### config.mk
export PLATFORM = sky130hd
export DESIGN_NAME = hazard_ctrl_flat
export DESIGN_NICKNAME = d
export VERILOG_FILES = /design/src/rtl/hazard_ctrl_pkg.sv /design/src/rtl/hazard_ctrl_if.sv /design/src/rtl/hazard_ctrl_scoreboard.sv /design/src/rtl/hazard_ctrl.sv /design/src/flat_wrapper.sv
export SDC_FILE = /design/constraint.sdc
export NUM_CORES = 1
export LEC_CHECK = 0
export CORE_MARGIN = 2
export CORE_UTILIZATION = 55
export DETAILED_ROUTE_END_ITERATION = 12
export PLACE_DENSITY = 0.74
export SLEW_MARGIN = 10
export SYNTH_ARGS = -nofsm -noshare
export SYNTH_HDL_FRONTEND = slang
export SYNTH_SLANG_ARGS = --single-unit
### constraint.sdc
create_clock -name clk -period 7.9 [get_ports clk]
set_clock_uncertainty 0.15 [all_clocks]
set_input_delay 1.185 -clock clk [delete_from_list [all_inputs] [get_ports clk]]
set_output_delay 1.185 -clock clk [all_outputs]
set_load 0.05 [all_outputs]
### src/rtl/hazard_ctrl_pkg.sv
// Shared constants and state encoding for the issue/hazard controller.
package hazard_ctrl_pkg;

  localparam int REG_SIZE  = 5;
  localparam int REG_COUNT = 32;
  localparam int CNT_W     = 2;

  // Controller phase: normal issue, draining after a finish, frozen.
  typedef enum logic [1:0] {
    HC_RUN,
    HC_DRAIN,
    HC_HALTED
  } hc_state_e;

endpackage

### src/rtl/hazard_ctrl_if.sv
// Decode/writeback sideband into the controller and pipeline-control
// outputs back to fetch/decode/exec.
interface hazard_ctrl_if #(
  parameter int REG_SIZE = hazard_ctrl_pkg::REG_SIZE
);

  // decode-stage instruction
  logic                validD;
  logic [REG_SIZE-1:0] rs1D;
  logic [REG_SIZE-1:0] rs2D;
  logic                useRs1D;
  logic                useRs2D;
  logic [REG_SIZE-1:0] rdD;
  logic                regWriteD;
  logic                finishD;
  // exec redirect
  logic                branchTakenE;
  // writeback retirement
  logic                validW;
  logic                regWriteW;
  logic [REG_SIZE-1:0] writeRegW;
  logic                finishW;
  // pipeline control
  logic                stallF;
  logic                stallD;
  logic                flushD;
  logic                flushE;
  logic                halted;

  // pipeline side: drives instruction info, consumes control
  modport master (
    output validD, rs1D, rs2D, useRs1D, useRs2D, rdD, regWriteD, finishD,
    output branchTakenE, validW, regWriteW, writeRegW, finishW,
    input  stallF, stallD, flushD, flushE, halted
  );

  // controller side
  modport slave (
    input  validD, rs1D, rs2D, useRs1D, useRs2D, rdD, regWriteD, finishD,
    input  branchTakenE, validW, regWriteW, writeRegW, finishW,
    output stallF, stallD, flushD, flushE, halted
  );

endinterface

### src/rtl/hazard_ctrl_scoreboard.sv
// Per-register pending-write counters with busy lookups for two source
// ports and a saturation lookup for the destination port.
module hc_scoreboard
  import hazard_ctrl_pkg::*;
#(
  parameter int REG_COUNT = hazard_ctrl_pkg::REG_COUNT,
  parameter int REG_SIZE  = hazard_ctrl_pkg::REG_SIZE,
  parameter int CNT_W     = hazard_ctrl_pkg::CNT_W
) (
  input  logic                clk,
  input  logic                reset,
  input  logic                inc_en,     // an instruction with a write issues
  input  logic [REG_SIZE-1:0] inc_reg,
  input  logic                ret_en,     // a register write retires in W
  input  logic [REG_SIZE-1:0] ret_reg,
  input  logic [REG_SIZE-1:0] rs1,
  input  logic [REG_SIZE-1:0] rs2,
  input  logic [REG_SIZE-1:0] rd,
  output logic                busy_rs1,
  output logic                busy_rs2,
  output logic                full_rd
);

  localparam logic [CNT_W-1:0] CNT_MAX = {CNT_W{1'b1}};
  localparam logic [CNT_W-1:0] CNT_ONE = CNT_W'(1);

  logic [CNT_W-1:0]     pending [REG_COUNT];
  logic [REG_COUNT-1:0] ret_hit;
  logic [REG_COUNT-1:0] inc_hit;

  // One-hot decode of retire and issue targets; x0 never matches.
  always_comb begin
    ret_hit = '0;
    inc_hit = '0;
    for (int r = 1; r < REG_COUNT; r++) begin
      ret_hit[r] = ret_en && (ret_reg == REG_SIZE'(r));
      inc_hit[r] = inc_en && (inc_reg == REG_SIZE'(r));
    end
  end

  // A value retiring this cycle is readable (regfile writes on negedge),
  // so the last outstanding write retiring does not count as busy.
  always_comb begin
    busy_rs1 = (rs1 != '0) && (pending[rs1] != '0) &&
               !((pending[rs1] == CNT_ONE) && ret_hit[rs1]);
    busy_rs2 = (rs2 != '0) && (pending[rs2] != '0) &&
               !((pending[rs2] == CNT_ONE) && ret_hit[rs2]);
    full_rd  = (rd != '0) && (pending[rd] == CNT_MAX) && !ret_hit[rd];
  end

  // Counter update; inc+dec together cancel, and a stray decrement at 0 holds.
  always_ff @(posedge clk) begin
    if (reset) begin
      for (int r = 0; r < REG_COUNT; r++) pending[r] <= '0;
    end else begin
      pending[0] <= '0;
      for (int r = 1; r < REG_COUNT; r++) begin
        case ({inc_hit[r], ret_hit[r]})
          2'b10:   pending[r] <= pending[r] + CNT_ONE;
          2'b01:   if (pending[r] != '0) pending[r] <= pending[r] - CNT_ONE;
          default: ;
        endcase
      end
    end
  end

`ifndef SYNTHESIS
  // Retiring a register that has no outstanding write is a pipeline bug.
  always @(posedge clk) begin
    if (!reset) begin
      for (int r = 1; r < REG_COUNT; r++)
        assert (!(ret_hit[r] && (pending[r] == '0)))
          else $error("hc_scoreboard: retire of x%0d with no pending write", r);
    end
  end
`endif

endmodule

### src/rtl/hazard_ctrl.sv
// Scoreboard-based issue controller: RAW/full stalls, branch squash and
// the finish -> drain -> halt sequence.
module hazard_ctrl
  import hazard_ctrl_pkg::*;
#(
  parameter int REG_COUNT = hazard_ctrl_pkg::REG_COUNT,
  parameter int REG_SIZE  = hazard_ctrl_pkg::REG_SIZE,
  parameter int CNT_W     = hazard_ctrl_pkg::CNT_W
) (
  input  logic          clk,
  input  logic          reset,
  hazard_ctrl_if.slave  hif
);

  hc_state_e state;
  logic      busy_rs1, busy_rs2, full_rd;
  logic      raw, full, stall, issue;

  hc_scoreboard #(
    .REG_COUNT (REG_COUNT),
    .REG_SIZE  (REG_SIZE),
    .CNT_W     (CNT_W)
  ) u_sb (
    .clk      (clk),
    .reset    (reset),
    .inc_en   (issue && hif.regWriteD),
    .inc_reg  (hif.rdD),
    .ret_en   (hif.validW && hif.regWriteW),
    .ret_reg  (hif.writeRegW),
    .rs1      (hif.rs1D),
    .rs2      (hif.rs2D),
    .rd       (hif.rdD),
    .busy_rs1 (busy_rs1),
    .busy_rs2 (busy_rs2),
    .full_rd  (full_rd)
  );

  // Hazard detection; a taken branch kills the decode instruction, so it
  // overrides any stall.
  always_comb begin
    raw   = hif.validD && ((hif.useRs1D && busy_rs1) || (hif.useRs2D && busy_rs2));
    full  = hif.validD && hif.regWriteD && full_rd;
    stall = (raw || full) && !hif.branchTakenE;
    issue = (state == HC_RUN) && hif.validD && !stall && !hif.branchTakenE;
  end

  // Output muxing by phase; everything is held low while reset is asserted.
  always_comb begin
    hif.stallF = 1'b0;
    hif.stallD = 1'b0;
    hif.flushD = 1'b0;
    hif.flushE = 1'b0;
    hif.halted = 1'b0;
    if (!reset) begin
      case (state)
        HC_RUN: begin
          hif.stallF = stall;
          hif.stallD = stall;
          hif.flushE = stall || hif.branchTakenE || !hif.validD;
          hif.flushD = hif.branchTakenE;
        end
        HC_DRAIN: begin
          // A redirect here means the finish was wrong-path: let fetch
          // follow the branch and squash the decode slot.
          if (hif.branchTakenE) begin
            hif.flushD = 1'b1;
            hif.flushE = 1'b1;
          end else begin
            hif.stallF = 1'b1;
            hif.stallD = 1'b1;
            hif.flushE = 1'b1;
          end
        end
        HC_HALTED: begin
          hif.stallF = 1'b1;
          hif.stallD = 1'b1;
          hif.flushE = 1'b1;
          hif.halted = 1'b1;
        end
        default: ;
      endcase
    end
  end

  // Phase FSM: enter drain when a finish issues, halt when it retires.
  always_ff @(posedge clk) begin
    if (reset) begin
      state <= HC_RUN;
    end else begin
      case (state)
        HC_RUN:    if (issue && hif.finishD) state <= HC_DRAIN;
        HC_DRAIN: begin
          if (hif.branchTakenE)                state <= HC_RUN;
          else if (hif.validW && hif.finishW)  state <= HC_HALTED;
        end
        HC_HALTED: state <= HC_HALTED;
        default:   state <= HC_RUN;
      endcase
    end
  end

endmodule
### src/flat_wrapper.sv
// flat-port wrapper written by rule: the top's interface ports become plain ports
module hazard_ctrl_flat import hazard_ctrl_pkg::*;
#(
  parameter int REG_COUNT = hazard_ctrl_pkg::REG_COUNT,
  parameter int REG_SIZE  = hazard_ctrl_pkg::REG_SIZE,
  parameter int CNT_W     = hazard_ctrl_pkg::CNT_W
)
  (clk, reset, hif_validD, hif_rs1D, hif_rs2D, hif_useRs1D, hif_useRs2D, hif_rdD, hif_regWriteD, hif_finishD, hif_branchTakenE, hif_validW, hif_regWriteW, hif_writeRegW, hif_finishW, hif_stallF, hif_stallD, hif_flushD, hif_flushE, hif_halted);
  hazard_ctrl_if #(.REG_SIZE(REG_SIZE)) hif_i ();
  input  logic clk;
  input  logic reset;
  input wire logic [$bits(hif_i.validD)-1:0] hif_validD;
  input wire logic [$bits(hif_i.rs1D)-1:0] hif_rs1D;
  input wire logic [$bits(hif_i.rs2D)-1:0] hif_rs2D;
  input wire logic [$bits(hif_i.useRs1D)-1:0] hif_useRs1D;
  input wire logic [$bits(hif_i.useRs2D)-1:0] hif_useRs2D;
  input wire logic [$bits(hif_i.rdD)-1:0] hif_rdD;
  input wire logic [$bits(hif_i.regWriteD)-1:0] hif_regWriteD;
  input wire logic [$bits(hif_i.finishD)-1:0] hif_finishD;
  input wire logic [$bits(hif_i.branchTakenE)-1:0] hif_branchTakenE;
  input wire logic [$bits(hif_i.validW)-1:0] hif_validW;
  input wire logic [$bits(hif_i.regWriteW)-1:0] hif_regWriteW;
  input wire logic [$bits(hif_i.writeRegW)-1:0] hif_writeRegW;
  input wire logic [$bits(hif_i.finishW)-1:0] hif_finishW;
  output wire logic [$bits(hif_i.stallF)-1:0] hif_stallF;
  output wire logic [$bits(hif_i.stallD)-1:0] hif_stallD;
  output wire logic [$bits(hif_i.flushD)-1:0] hif_flushD;
  output wire logic [$bits(hif_i.flushE)-1:0] hif_flushE;
  output wire logic [$bits(hif_i.halted)-1:0] hif_halted;
  assign hif_i.validD = hif_validD;
  assign hif_i.rs1D = hif_rs1D;
  assign hif_i.rs2D = hif_rs2D;
  assign hif_i.useRs1D = hif_useRs1D;
  assign hif_i.useRs2D = hif_useRs2D;
  assign hif_i.rdD = hif_rdD;
  assign hif_i.regWriteD = hif_regWriteD;
  assign hif_i.finishD = hif_finishD;
  assign hif_i.branchTakenE = hif_branchTakenE;
  assign hif_i.validW = hif_validW;
  assign hif_i.regWriteW = hif_regWriteW;
  assign hif_i.writeRegW = hif_writeRegW;
  assign hif_i.finishW = hif_finishW;
  assign hif_stallF = hif_i.stallF;
  assign hif_stallD = hif_i.stallD;
  assign hif_flushD = hif_i.flushD;
  assign hif_flushE = hif_i.flushE;
  assign hif_halted = hif_i.halted;
  hazard_ctrl #(.REG_COUNT(REG_COUNT), .REG_SIZE(REG_SIZE), .CNT_W(CNT_W)) u_core (.clk(clk), .reset(reset), .hif(hif_i));
endmodule
## After elaboration in Yosys (flattened, before gate mapping)

Memories as Yosys holds them, arrays and structs flattened.
Cells that the tools add are included.

- Bits of input ports: 31
- Output and inout port bits: 5
- Logic and storage cells: 696
- Bits in writable memories: 64
- Bits in registers: 2
- Memories: 1

- Bitwise logic cells: 63
- $lt $le $gt $ge: 3
- Eq/ne operators: 131
- $add $sub $neg: 62
- Reductions and logical operators: 132
- Muxes and demuxes: 303

Memory list:

| memory | depth | width | rd ports | clocked after Yosys merged registers in | write ports | line | RTL |
|---|---|---|---|---|---|---|---|
| u_core.u_sb.pending | 32 | 2 | 34 | 0 | 32 | hazard_ctrl_scoreboard.sv:27 | `logic [CNT_W-1:0] pending [REG_COUNT];` |

Operators with widths:

| operator | count |
|---|---|
| $mux W1 | 230 |
| $eq A5 B5 Y1 const B | 32 |
| $mux W2 | 66 |
| $logic_and A1 B1 Y1 | 83 |
| $eq A5 B4 Y1 const B | 16 |
| $eq A2 B1 Y1 const B | 34 |
| $eq A2 B2 Y1 const B | 33 |
| $reduce_bool A2 Y1 | 33 |
| $or A1 B1 Y1 | 63 |
| $add A2 B1 Y2 const B | 31 |
| $sub A2 B1 Y2 const B | 31 |
| $eq A5 B3 Y1 const B | 8 |
| $eq A5 B2 Y1 const B | 4 |
| $lt A5 B6 Y1 const B | 3 |
| $bmux W1 S5 | 3 |
| $reduce_bool A5 Y1 | 3 |
| $eq A5 B1 Y1 const B | 2 |
| $logic_not A1 Y1 | 6 |
| $pmux W2 S3 | 1 |
| $logic_or A1 B1 Y1 | 4 |
| $pmux W1 S2 | 2 |
| $ne A3 B2 Y1 const B | 1 |
| $pmux W1 S3 | 1 |
| $logic_not A2 Y1 | 1 |
| other kinds (3) | 3 |

## Longest topological paths before layout

- Word-level depth: 23
- Gate-level depth with buffers: 14
- Gate-level depth less buffers: 9

## Cells and area by module

A second synthesis with hierarchy kept.

- Cell total of the unflattened synthesis: 719
- Area, all modules: 6216.0 um^2

By module, submodules not included:

| module | times used | area each (um^2) | cells an instance | seq. area each (um^2) |
|---|---|---|---|---|
| hc_scoreboard | 1 | 5935.7 | 683 | 1861.8 |
| hazard_ctrl | 1 | 280.3 | 36 | 40.0 |

## Least setup slack after synthesis

No wires, ideal clock.

- Path kind: input to output
- Start point: in hif_rdD[0]
- End point: out hif_stallF
- Buffers on the path: 4
- Arrival: 6.195 ns
- Path slack: 0.370 ns
- Stages: 12
- Required time: 6.565 ns
- Path through: buf_2 > buf_2 > nor2b_1 > a221oi_1 > o211a_1 > nor4_1 > o21ai_0 > clkbuf_1 > nand2_1 > a311oi_1 > a2111oi_0 > buf_4

- Word-level cells in the longest chain between the ends: 9
- Elaborated cells between the ends (all ways): 13
- Classes of those cells: eq/ne: 1; mux: 4; reduce/logical: 7; memory: 1

RTL lines:

| element | line | RTL |
|---|---|---|
| from (decl) | flat_wrapper.sv:17 | `input wire logic [$bits(hif_i.rdD)-1:0] hif_rdD;` |
| $mem_v2 Z32 W2 / $bmux W1 S5 (equally long branches) | n/a |  |
| $eq A2 B2 Y1 / $mux W1 (equally long branches) | hazard_ctrl_scoreboard.sv:48 | `full_rd = (rd != '0) && (pending[rd] == CNT_MAX) && !ret_hit[rd];` |
| $logic_and A1 B1 Y1 / $logic_not A1 Y1 (equally long branches) | hazard_ctrl_scoreboard.sv:48 |  |
| $logic_and A1 B1 Y1 (*) | hazard_ctrl_scoreboard.sv:48 |  |
| $logic_and A1 B1 Y1 (*) | hazard_ctrl.sv:42 | `full = hif.validD && hif.regWriteD && full_rd;` |
| $logic_or A1 B1 Y1 (*) | hazard_ctrl.sv:43 | `stall = (raw \|\| full) && !hif.branchTakenE;` |
| $logic_and A1 B1 Y1 (*) | hazard_ctrl.sv:43 |  |
| $pmux W1 S3 (*) | n/a |  |
| $mux W1 (*) | n/a |  |
| to (decl) | flat_wrapper.sv:25 | `output wire logic [$bits(hif_i.stallF)-1:0] hif_stallF;` |

Mark *: on every way between the ends. The rest lies on a longest branch, timed or not. The select of a mux whose other input is x is not followed.

## Worst setup path in the final report

- Start point: in hif_rdD[1]
- End point: out hif_stallF

- Word-level cells in the longest chain between the ends: 9
- Elaborated cells between the ends (all ways): 13
- Classes of those cells: eq/ne: 1; mux: 4; reduce/logical: 7; memory: 1

RTL lines:

| element | line | RTL |
|---|---|---|
| $mem_v2 Z32 W2 / $bmux W1 S5 (equally long branches) | n/a |  |
| $eq A2 B2 Y1 / $mux W1 (equally long branches) | hazard_ctrl_scoreboard.sv:48 |  |
| $logic_and A1 B1 Y1 / $logic_not A1 Y1 (equally long branches) | hazard_ctrl_scoreboard.sv:48 |  |
| $logic_and A1 B1 Y1 (*) | hazard_ctrl_scoreboard.sv:48 |  |
| $logic_and A1 B1 Y1 (*) | hazard_ctrl.sv:42 |  |
| $logic_or A1 B1 Y1 (*) | hazard_ctrl.sv:43 |  |
| $logic_and A1 B1 Y1 (*) | hazard_ctrl.sv:43 |  |
| $pmux W1 S3 (*) | hazard_ctrl.sv:55 | `case (state)` |
| $mux W1 (*) | hazard_ctrl.sv:54 | `if (!reset) begin` |

Marked as above.

==> impl_metrics.toml <==
[power_and_ir_drop]
leakage_nw = 2.41
power_density_nw_per_um2 = 158
irDropWorstVdd_v = 0.000105

[setup_path]
path_max_fanout = 18
r2r_start = "u_core.u_sb.pending[11][0]$_SDFFCE_PN0P_"
worstPathArrival_ns = 5.60
critPathKind = "in2out"
worstPathRequired_ns = 6.57
critPathLaunchType = "input port"
cp-end-kind = "output pin"
ff2ff_path_depth = 9
setup.worst_path.start = "hif_rdD[1]"

[grt]
grt.overflow.total = 0
grt_max_degree = 40
grt_pass1_wl_um = 36700
track_usage_pct = 36.7
grt_pass1_vias = 6596
antenna_found_initial = 0

[yosys]
syn-mean-instance-area_um2 = 8.60
synth_top_family_by_area = "simple AND/OR/NAND/NOR gates"
synthXorXnorAreaFrac_pct = 4.12
synth-adder-area-share_pct = 1.10
synth_mux_area_share_pct = 16.0
synth-seq-cells = 64
yosysTopAreaCellShare_pct = 27.4
synth_area_leaders = "edfxtp_1, mux4_2, mux2i_1"
syn_area_um2 = 6800
synth-compound-area-share_pct = 20.8
synthSimpleGateAreaFrac_pct = 25.3
synth_top_area_cell = "edfxtp_1"
async_flop_share_pct = 0
synth-seq-area-share_pct = 28.0
synth_cell_types = 66
yosys_warnings = 0
synth_edf_count = 62
synth-main-ff-cell = "edfxtp_1"
synth_cells = 791
syn-num-nets = 828

[placed_design]
gp_congestion = 1.00
dp.cells = 946
hpwl_um = 17700
io_buffers = 35

[floorplanning]
initial_utilization_pct = 56.4
core_area_um2 = 12100
die_w_um = 115
die_area_um2 = 13300
die_h_um = 115
core.rowCount = 40
ios = 36

[finish]
syn2layout_area_growth_pct = 10.3
fillers = 1057
antenna_cells = 0
final-seq-area_um2 = 1900
nets = 826
multi_input_area_um2 = 4580
drive_above_1_share_pct = 10.5
fin_cells = 962

[timing]
drv_slew = 0
period_minus_slack_ns = 6.94
whs_ns = 0.425
hold_viol_final = 0
rsz0062_at_grt = "no"
worst_pin_slew_ns = 1.14
max_clock_freq_mhz = 144
setup_violations = 0
post-route-period-util_pct = 87.8
slew_headroom_pct = 24.1
tns_ns = 0

[min_path]
hold_path.class = "reg2reg"
min_from = "u_core.state[0]$_SDFFE_PP0P_"
holdPathStages = 2

[routing]
drc = 0
drt_iter0_markers = 882
num_vias = 6908
post_drt_wl_per_cell_um = 24.7
drtAntennaViolNets = 0
drt_wl_total_um = 23800
dr.pass1.iters = 6
viasPerCell = 7.18

[clock_network]
htree_levels = 3
tritoncts = "done"
holdBufCountCts = 0
cts-buffers-inserted = 9
cts-root-buf = "clkbuf_16"
cts_buffer_depth = 2
cts_setup_buffers = 0
clock_latency_ns = 0.35
cts.sinks = 64
cts-resized-gates = 0
clk_pin_slew_ns = 0.05

[run]
max_cap_viol_count = 0

[outcome]
outcome = "completed"
[sequential cells by signal (all words and copies together) (netlist names)]
register / count
u_core.state: 2
u_core.u_sb.pending: 62
[stage by stage]
step           worst slack, ns  total power [mW]  util (%)  instance area, um^2
2_1_floorplan            0.370             0.634         -                 6800
3_3_place_gp              1.09             0.713      59.4                 7170
3_5_place_dp              1.10             0.722      59.4                 7170
4_1_cts                   1.07              1.18      62.2                 7500
5_1_grt                  0.686              1.23      62.2                 7500
6_report                 0.964              1.19      62.2                 7500
[layer usage]
metal | share of wire (%) | vias up | GRT usage [%]
met4 | 3.6 | 0 | 15.4
met3 | 12 | 73 | 8.70
met1 | 39 | 3305 | 49.1
met5 | 0 | - | 0
met2 | 45 | 465 | 57.3
li1 | - | 3065 | -
[placed cells by master (no fill, tap or decap), types with 8 or more instances in the layout]
cell	count
o22ai_1	11
o21ai_0	28
o211ai_1	18
clkdlybuf4s50_1	34
mux2_2	12
nand2_1	76
or2_2	9
nor2b_1	11
nor2_1	94
nand2b_1	14
xnor2_1	15
buf_4	9
or3_1	11
and2_1	9
inv_1	15
a211o_1	9
or4_1	8
o2111ai_1	9
nor3_1	17
mux2i_1	37
nand3_1	49
nand4_1	20
xor2_1	17
a211oi_1	20
a21oi_1	35
clkbuf_16	9
edfxtp_1	62
mux4_2	26
[cells by family after synthesis]
family,Yosys count
AND/OR/NAND/NOR,346
multiplexers,75
flip-flops,64
XOR/XNOR,32
adder cells (fa/ha/maj),6
AO/OA/AOI/OAI,196
buffers and inverters,72
[final cells by class]
class	count	share of cell area, %
inverter	15	0.750
multi-input combinational	655	61.1
clock buffer	10	3.05
tap	168	2.80
timing repair buffer	44	5.50
clock inverter	6	1.43
sequential	64	25.4
[power by group]
part / switching (mW) / internal (mW)
Clock: 0.154 / 0.307
Sequential: 0.0379 / 0.395
Combinational: 0.180 / 0.113
[path summary, 6_finish.rpt]
check | endpoint | slack (ns)
worst max-delay path | hif_stallF | 0.96
worst min-delay path | u_core.state[0]$_SDFFE_PP0P_ | 0.43
worst min register to register | u_core.state[0]$_SDFFE_PP0P_ | 0.43
worst max register to register | u_core.u_sb.pending[10][1]$_SDFFCE_PN0P_ | 3.54
[worst max-delay path, stage by stage]
cell	delay, ns
clkdlybuf4s50_1	1.02
nand2_1	0.40
o22ai_1	0.27
a221oi_1	0.08
o211a_1	0.25
nor4_1	0.39
o21ai_0	0.17
buf_4	0.20
nand2_1	0.07
a311oi_1	0.10
a2111oi_0	0.53
clkdlybuf4s50_1	0.92
[cell usage after synthesis (all sizes together) (17+ instances only)]
master,n
nor2,94
nand2,76
edfxtp,62
nand3,51
mux2i,37
a21oi,35
clkbuf,32
o21ai,28
mux4,26
buf,25
a211oi,22
nand4,20
nor3,19
o211ai,18
xor2,17
Note: power is estimated with default switching activity, not from simulation.
